===== config.mk =====
export PLATFORM = sky130hd
export DESIGN_NAME = imem_arbiter
export DESIGN_NICKNAME = d
export VERILOG_FILES = /design/src/rtl/rv32i_mem_pkg.sv /design/src/rtl/imem_rsp_buf.sv /design/src/rtl/imem_arbiter.sv
export SDC_FILE = /design/constraint.sdc
export NUM_CORES = 1
export LEC_CHECK = 0
export CAP_MARGIN = 10
export CORE_MARGIN = 1.5
export CORE_UTILIZATION = 34
export CTS_CLUSTER_DIAMETER = 150
export DETAILED_ROUTE_END_ITERATION = 8
export PLACE_DENSITY = 0.87
export SETUP_SLACK_MARGIN = 0.05
export SLEW_MARGIN = 20
export SYNTH_ARGS = -nofsm -noshare
export SYNTH_HDL_FRONTEND = slang
export SYNTH_SLANG_ARGS = --single-unit

===== constraint.sdc =====
create_clock -name clk -period 2.5 [get_ports clk]
set_input_delay 0.25 -clock clk [delete_from_list [all_inputs] [get_ports clk]]
set_output_delay 0.25 -clock clk [all_outputs]
set_load 0.1 [all_outputs]

===== src/rtl/rv32i_mem_pkg.sv =====
// Shared types and constants for the instruction-memory access path.
package rv32i_mem_pkg;

    typedef enum logic {
        OWN_IF = 1'b0,
        OWN_LD = 1'b1
    } imem_owner_e;

    typedef enum logic [1:0] {
        RSP_IDLE = 2'd0,
        RSP_DATA = 2'd1,
        RSP_HOLD = 2'd2
    } imem_rsp_state_e;

    localparam int          IMEM_ADDR_W = 12;
    localparam int          IMEM_DATA_W = 32;
    localparam logic [3:0]  WE_READ     = 4'b0000;

    // Response-ready of whichever requester owns the outstanding access.
    function automatic logic owner_ready(input imem_owner_e owner,
                                         input logic if_ready,
                                         input logic ld_ready);
        logic rdy;
        if (owner == OWN_LD) begin
            rdy = ld_ready;
        end else begin
            rdy = if_ready;
        end
        return rdy;
    endfunction

endpackage


===== src/rtl/imem_rsp_buf.sv =====
// One-entry response buffer: routes the memory read word to the access owner
// and parks it in a hold register while that owner back-pressures.
module imem_rsp_buf
    import rv32i_mem_pkg::*;
#(
    parameter int DATA_W = IMEM_DATA_W
) (
    input  logic              clk,
    input  logic              rst_n,
    input  logic              grant,
    input  imem_owner_e       grant_owner,
    input  logic [DATA_W-1:0] mem_rdata,
    input  logic              if_rsp_ready,
    input  logic              ld_rsp_ready,
    output logic              slot_free,
    output logic              if_rsp_valid,
    output logic [DATA_W-1:0] if_rsp_data,
    output logic              ld_rsp_valid,
    output logic [DATA_W-1:0] ld_rsp_data
);

    imem_rsp_state_e   state_r;
    imem_rsp_state_e   state_next_s;
    imem_owner_e       owner_r;
    logic [DATA_W-1:0] hold_r;
    logic              rsp_ready_s;
    logic [DATA_W-1:0] rsp_data_s;

    assign rsp_ready_s = owner_ready(owner_r, if_rsp_ready, ld_rsp_ready);

    // State register
    always_ff @(posedge clk) begin
        if (!rst_n) begin
            state_r <= RSP_IDLE;
        end else begin
            state_r <= state_next_s;
        end
    end

    // Owner is latched at grant; the word is parked only when DATA is not consumed
    always_ff @(posedge clk) begin
        if (!rst_n) begin
            owner_r <= OWN_IF;
            hold_r  <= {DATA_W{1'b0}};
        end else begin
            if (grant) begin
                owner_r <= grant_owner;
            end else begin
                owner_r <= owner_r;
            end
            if ((state_r == RSP_DATA) && !rsp_ready_s) begin
                hold_r <= mem_rdata;
            end else begin
                hold_r <= hold_r;
            end
        end
    end

    // Next-state logic
    always_comb begin
        state_next_s = state_r;
        case (state_r)
            RSP_IDLE: begin
                if (grant) begin
                    state_next_s = RSP_DATA;
                end else begin
                    state_next_s = RSP_IDLE;
                end
            end
            RSP_DATA, RSP_HOLD: begin
                if (!rsp_ready_s) begin
                    state_next_s = RSP_HOLD;
                end else if (grant) begin
                    state_next_s = RSP_DATA;
                end else begin
                    state_next_s = RSP_IDLE;
                end
            end
            default: begin
                state_next_s = RSP_IDLE;
            end
        endcase
    end

    // Output decode: response routed to the owner only, zero elsewhere
    always_comb begin
        slot_free    = 1'b0;
        rsp_data_s   = {DATA_W{1'b0}};
        if_rsp_valid = 1'b0;
        ld_rsp_valid = 1'b0;
        if_rsp_data  = {DATA_W{1'b0}};
        ld_rsp_data  = {DATA_W{1'b0}};
        case (state_r)
            RSP_IDLE: begin
                slot_free = 1'b1;
            end
            RSP_DATA: begin
                slot_free  = rsp_ready_s;
                rsp_data_s = mem_rdata;
            end
            RSP_HOLD: begin
                slot_free  = rsp_ready_s;
                rsp_data_s = hold_r;
            end
            default: begin
                slot_free = 1'b0;
            end
        endcase
        if (state_r != RSP_IDLE) begin
            if (owner_r == OWN_LD) begin
                ld_rsp_valid = 1'b1;
                ld_rsp_data  = rsp_data_s;
            end else begin
                if_rsp_valid = 1'b1;
                if_rsp_data  = rsp_data_s;
            end
        end else begin
            if_rsp_valid = 1'b0;
        end
    end

endmodule


===== src/rtl/imem_arbiter.sv =====
// Arbitrates the single-port instruction memory between fetch (read-only)
// and the loader (read/write), with fetch starvation protection.
module imem_arbiter
    import rv32i_mem_pkg::*;
#(
    parameter int ADDR_W     = IMEM_ADDR_W,
    parameter int DATA_W     = IMEM_DATA_W,
    parameter int STARVE_MAX = 8
) (
    input  logic              clk,
    input  logic              rst_n,
    input  logic              if_req_valid,
    output logic              if_req_ready,
    input  logic [ADDR_W-1:0] if_req_addr,
    output logic              if_rsp_valid,
    input  logic              if_rsp_ready,
    output logic [DATA_W-1:0] if_rsp_data,
    input  logic              ld_req_valid,
    output logic              ld_req_ready,
    input  logic [ADDR_W-1:0] ld_req_addr,
    input  logic [3:0]        ld_req_we,
    input  logic [DATA_W-1:0] ld_req_wdata,
    output logic              ld_rsp_valid,
    input  logic              ld_rsp_ready,
    output logic [DATA_W-1:0] ld_rsp_data,
    output logic              mem_en,
    output logic [3:0]        mem_we,
    output logic [ADDR_W-1:0] mem_adr,
    output logic [DATA_W-1:0] mem_wdata,
    input  logic [DATA_W-1:0] mem_rdata
);

    localparam logic [7:0] STARVE_LIM = 8'(STARVE_MAX);

    logic [7:0]  starve_cnt_r;
    logic        starve_hit_s;
    logic        slot_free_s;
    logic        grant_if_s;
    logic        grant_ld_s;
    imem_owner_e grant_owner_s;

    assign starve_hit_s = (starve_cnt_r == STARVE_LIM);

    // Grant decision; nothing is granted while reset is held
    always_comb begin
        grant_if_s = 1'b0;
        grant_ld_s = 1'b0;
        if (rst_n && slot_free_s) begin
            if (ld_req_valid && !(if_req_valid && starve_hit_s)) begin
                grant_ld_s = 1'b1;
            end else if (if_req_valid) begin
                grant_if_s = 1'b1;
            end else begin
                grant_ld_s = 1'b0;
            end
        end else begin
            grant_if_s = 1'b0;
        end
    end

    // Memory drive and request handshakes follow the grant combinationally
    always_comb begin
        if_req_ready  = grant_if_s;
        ld_req_ready  = grant_ld_s;
        mem_en        = grant_if_s | grant_ld_s;
        mem_wdata     = ld_req_wdata;
        grant_owner_s = OWN_IF;
        if (grant_ld_s) begin
            mem_adr       = ld_req_addr;
            mem_we        = ld_req_we;
            grant_owner_s = OWN_LD;
        end else begin
            mem_adr       = if_req_addr;
            mem_we        = WE_READ;
        end
    end

    // Consecutive loader wins while fetch waits; saturates at the limit
    always_ff @(posedge clk) begin
        if (!rst_n) begin
            starve_cnt_r <= 8'd0;
        end else if (!if_req_valid || grant_if_s) begin
            starve_cnt_r <= 8'd0;
        end else if (grant_ld_s && !starve_hit_s) begin
            starve_cnt_r <= starve_cnt_r + 8'd1;
        end else begin
            starve_cnt_r <= starve_cnt_r;
        end
    end

    imem_rsp_buf #(
        .DATA_W (DATA_W)
    ) u_rsp_buf (
        .clk          (clk),
        .rst_n        (rst_n),
        .grant        (grant_if_s | grant_ld_s),
        .grant_owner  (grant_owner_s),
        .mem_rdata    (mem_rdata),
        .if_rsp_ready (if_rsp_ready),
        .ld_rsp_ready (ld_rsp_ready),
        .slot_free    (slot_free_s),
        .if_rsp_valid (if_rsp_valid),
        .if_rsp_data  (if_rsp_data),
        .ld_rsp_valid (ld_rsp_valid),
        .ld_rsp_data  (ld_rsp_data)
    );

endmodule


; After elaboration in Yosys (flattened, before gate mapping)
; Cells that the tools add are included.
; Widths: inputs -> output; s select.
[classes]
n_mux = 22
eq_ne = 3
bitwise_logic = 2
reduce_logical = 14
n_addsub = 1
[ops]
columns = operator, n
row1 = $mux 32, 4
row2 = $pmux 32 s2, 1
row3 = $mux 1, 12
row4 = $mux 12, 1
row5 = $add 8x1->8 const B, 1
row6 = $eq 8x4->1 const B, 1
row7 = $logic_and 1x1->1, 5
row8 = $logic_not 1->1, 4
row9 = $mux 4, 1
row10 = $pmux 2 s2, 1
row11 = $reduce_or 2->1, 2
row12 = $eq 2x1->1 const B, 1
row13 = $eq 2x2->1 const B, 1
row14 = $logic_not 2->1, 1
row15 = $mux 2, 1
row16 = $pmux 1 s2, 1
row17 = $reduce_bool 2->1, 1
row18 = $logic_or 1x1->1, 1
row19 = $not 1->1, 1
row20 = $or 1x1->1, 1
[word_totals]
out_inout_bits = 117
ff_bits = 43
elab_cells = 46

; Longest topological paths before layout
[depth]
depth_word = 10
mapped_depth = 8
mapped_depth_nobuf = 7

; By module
; A second synthesis with hierarchy kept.
[hier_totals]
cells_unflattened = 372
area_unflattened_um2 = 2925.3
[by_module_without_submodules]
columns = mod, area_each_um2, seq_area_each_um2, cells_each, instances
row1 = imem_rsp_buf, 2030.7, 700.7, 271, 1
row2 = imem_arbiter, 894.6, 160.2, 101, 1

; Worst setup path after synthesis
; Ideal clock, no wire load.
[synth_timing]
path_kind = reg2out
from = reg u_rsp_buf.state_r[0]
to = out if_req_ready
t_required_ps = 2250
arrival_time_ps = 3250
slack_ps = -1000
stages_incl_launch_ff = 7
path_cell_list = dfxtp_1 > inv_1 > ha_1 > nand3b_1 > a2bb2oi_2 > buf_4 > nor3_1
[synth_via]
elab_chain_len = 5
[synth_lines]
columns = element, line
row1 = "start, declared", imem_rsp_buf.sv:22  ; imem_rsp_state_e state_r;
row2 = "start signal, assigned", imem_rsp_buf.sv:36  ; state_r <= state_next_s;
row3 = $eq 2x2->1 / $eq 2x1->1 (equally long branches), imem_rsp_buf.sv:93  ; case (state_r)
row4 = $reduce_or 2->1 (no line), -
row5 = $pmux 1 s2 (*), imem_rsp_buf.sv:93
row6 = $logic_and 1x1->1 (*), imem_arbiter.sv:48  ; if (rst_n && slot_free_s) begin
row7 = $mux 1 (*), imem_arbiter.sv:48
row8 = "end, declared", imem_arbiter.sv:13  ; output logic if_req_ready,
; Mark *: on every way between the ends. The rest lies on a longest branch, timed or not.

; Final worst setup path
[layout_timing]
from = reg u_rsp_buf.state_r[1]
to = out mem_adr[7]
[layout_via]
elab_chain_len = 6
[layout_lines]
columns = element, line
row1 = $eq 2x2->1 / $eq 2x1->1 (equally long branches), imem_rsp_buf.sv:93
row2 = $reduce_or 2->1 (no line), -
row3 = $pmux 1 s2 (*), imem_rsp_buf.sv:93
row4 = $logic_and 1x1->1 (*), imem_arbiter.sv:48
row5 = $mux 1 (*), imem_arbiter.sv:48
row6 = $mux 12 (*), imem_arbiter.sv:68  ; if (grant_ld_s) begin
row7 = "end, declared", imem_arbiter.sv:28  ; output logic [ADDR_W-1:0] mem_adr,
; Marks and branches as above.

==> reports/qor.txt <==
==================================================================================================
Status                                                                                complete, no violations
Total clock sinks                                                                               43
Tot GR Track Use                                                                             22.6%
Worst voltage drop across the vdd grid                                                  0.000366 V
CTS Buffer Depth                                                                                 2
Die Footprint                                                                             8790 µm²
XOR/XNOR Fraction of Synth Area                                                                 0%
Part of the Yosys area used for sequential elements                                          30.7%
Number of antenna violations at the first check in global routing                                0
Ranking of synthesized cells by area                                                  dfxtp_1, buf_4, nor2_1, nand2_1, a21boi_1
Via count                                                                                     3173
Die extent in x                                                                            93.8 µm
Flop2flop setup slack                                                                      0.48 ns
Area fraction of the dominant cell type after synthesis                                      30.7%
IO Port Bufs                                                                                   150
Number of vias per cell                                                                       5.31
Post-synthesis simple-gate area fraction                                                     24.8%
Distinct cells, synth                                                                           36
Actual transition at the worst max-transition pin                                         0.640 ns
CTS tree                                                                                       yes
Post-route fraction of the period consumed by the critical path                              94.8%
Hold-critical path depth                                                                         2
GR Overflow Total                                                                                0
Cell Area, Placed                                                                         5280 µm²
Critical R2R Launch                                                                   u_rsp_buf.state_r[1]$_SDFF_PN0_
Estimated wirelength of the detail-placed design                                           7900 µm
Final Slew Violations                                                                            0
Post-synthesis adder-cell area fraction                                                      2.68%
DRC marker count from the first detailed-route iteration                                        85
Post-synthesis net count                                                                       483
Final min period                                                                           2.37 ns
FP Rows                                                                                         32
Net count of the finished layout                                                               600
Critical Path Fanout Max                                                                         7
Capture point of the worst reg-to-reg path                                            starve_cnt_r[6]$_SDFFE_PP0P_
Largest clock skew in the final design                                                  0.00483 ns
Die height                                                                                 93.8 µm
Req. time, crit path                                                                       2.25 ns
Number of detailed-route iterations in the first pass                                            5
Unrepaired setup endpoints after global routing                                                 no
Max transition margin                                                                        57.3%
Final count of hold timing violations                                                            0
Start point of the worst hold path                                                    u_rsp_buf.hold_r[10]$_SDFFE_PN0P_
Multiplexer fraction of the synthesized cell area                                            5.18%
Starting density of the core                                                                 35.7%
Clock transition time at the flip-flop clock pins of the worst setup and hold paths        0.08 ns
Area of combinational cells with multiple inputs                                          1890 µm²
Syn Area/Cell                                                                             7.39 µm²
Number of placed I/O pins                                                                      215
Commonest register cell after synthesis                                                    dfxtp_1
ANT cells                                                                                        0
Final wirelength                                                                           9980 µm
Nature of the critical path startpoint                                                   flip-flop
Largest net degree at the start of global routing                                               24
Max Clk Rate                                                                               422 MHz
Antenna violation net count after detailed routing                                               0
Fill cell total of the finished layout                                                         552
Main combinational cell family by area after synthesis                                simple AND/OR/NAND/NOR gates
Count leader, synth                                                                         nor2_1
First-pass GRT wire length                                                                15800 µm
CTS Buf Count                                                                                    5
Launching instance or port of the critical path                                       u_rsp_buf.state_r[1]$_SDFF_PN0_
Count of flip-flops with a built-in enable after synthesis                                       0
Finished Cell Area                                                                        5490 µm²
Setup Viol. Count Final                                                                          0
Source-to-sink clock delay at the later pin of the worst-skew pair                         0.29 ns
Final worst hold slack                                                                    0.455 ns
Fraction of final layout cells with drive strength greater than 1                            41.5%
Total DRC errors in the routed layout                                                            0
Utilization after layout                                                                     70.0%
Crit. End Element                                                                       output pin
Setup slack after placement                                                              0.0888 ns
Synth-to-Final Area Change                                                                   96.1%
Mapped Area                                                                               2800 µm²
Sink of the worst hold path                                                           u_rsp_buf.hold_r[10]$_SDFFE_PN0P_
Post-synthesis sequential element count                                                         43
Post-synthesis cell count                                                                      379
Crit path DAT                                                                              2.12 ns
Via count of the first global-routing pass                                                    3165
Share of flip-flops with an asynchronous set or reset after synthesis                           0%
Final Wtd Congestion                                                                         0.734
Depth of the worst register-to-register path                                                     7
CTS H-tree depth                                                                                 2
Max-cap viol count                                                                               0
Count of yosys warnings during synthesis                                                         0
Static Leak                                                                                1.91 nW
Complex-gate fraction of the synthesized area                                                22.9%
Hold Path Class                                                                       flip-flop to flip-flop
Sequential cell area                                                                       863 µm²
Area leader, netlist                                                                       dfxtp_1
Core region area                                                                          7850 µm²
Cell at the root of the clock tree                                                        clkbuf_8
Type of the worst setup path                                                          flip-flop to output pin
Routed len/inst                                                                            16.7 µm
Power per standard cell area                                                            473 nW/µm²
Final setup margin                                                                        0.131 ns
Most used standard cells in the synthesized netlist                                   nor2_1, nand2_1, dfxtp_1
==================================================================================================
-- how the worst max path moves through the flow --
stage	end	depth (start not counted)
3_5_place_dp	mem_adr[10]	6
4_1_cts	mem_adr[7]	7
5_1_grt	mem_adr[7]	7
6_report	mem_adr[7]	7
3_3_place_gp	mem_adr[8]	6
2_1_floorplan	if_rsp_data[16]	6
-- cell type report --
type,count,area share [%]
multi-input cells,270,34.4
clock buffers,6,1.32
well taps,102,2.32
clock inverters,1,0.547
inverters,8,0.547
repair buffers,168,45.1
flip-flops and latches,43,15.7
-- flip-flops by register name (all words and copies together) (netlist names) --
name	flops
starve_cnt_r	8
u_rsp_buf.hold_r	32
u_rsp_buf.owner_r	1
u_rsp_buf.state_r	2
-- repair_timing --
action	in CTS	in global routing
setup endpoints to repair	27	52
hold buffers	0	0
cloned	1	0
pin swaps	2	2
resized for setup	8	7
setup buffers	0	2
endpoints found under the hold margin	0	0
-- cell usage in the layout, fill, tap and decap left out, types with 2 or more instances in the layout --
cell type and instances:
nand2_1 66, a21boi_0 2, nand4_1 2, nor2_2 48
clkbuf_8 5, o21ai_0 6, nand3_1 4, nor2_1 4
inv_1 5, nand3b_1 2, buf_4 18, or3_1 4
buf_12 84, a21oi_1 8, a21boi_1 32, mux2_2 11
dfxtp_1 41, o31ai_1 3, inv_2 3, ha_1 5
clkdlybuf4s50_1 65, and2_4 4, or4_1 3, nand3_4 2
a22oi_1 32, nor2_4 16, dfxtp_2 2
-- stage by stage --
stage / instances / total power [mW] / setup TNS (ns)
floorplan: 379 / 1.81 / -4.35
global placement: 588 / 2.02 / 0
detailed placement: 588 / 2.05 / 0
CTS: 596 / 2.58 / 0
global route: 598 / 2.71 / 0
finish: 598 / 2.60 / 0
-- critical path, cell delays in order, from the launching register on --
cell and delay [ns]:
dfxtp_2 0.36, inv_2 0.06, ha_4 0.27, nand3b_1 0.15, o2bb2ai_4 0.26, nand3_4 0.19, mux2_4 0.37, buf_12 0.17
-- power breakdown --
part	total, mW	internal [mW]	switching, mW	leakage (nW)
sequential	0.755	0.729	0.0267	0.350
clock	0.519	0.293	0.226	0.0513
combinational	1.32	0.485	0.837	1.51
-- logic make-up after synthesis --
group	Yosys count
AO/OA/AOI/OAI	87
buffers and inverters	67
multiplexers	13
flip-flops	43
AND/OR/NAND/NOR	163
adder cells (fa/ha/maj)	6
-- layer usage --
layer  vias to the layer above  global-route usage (%)  wire length [µm]
met2                       175                    44.4              5460
met4                         0                    6.84               197
li1                       1484                       -                 -
met1                      1492                    23.3              3460
met5                         -                       0                 0
met3                        22                    5.50               861
Power figures use the tool's default switching activity.
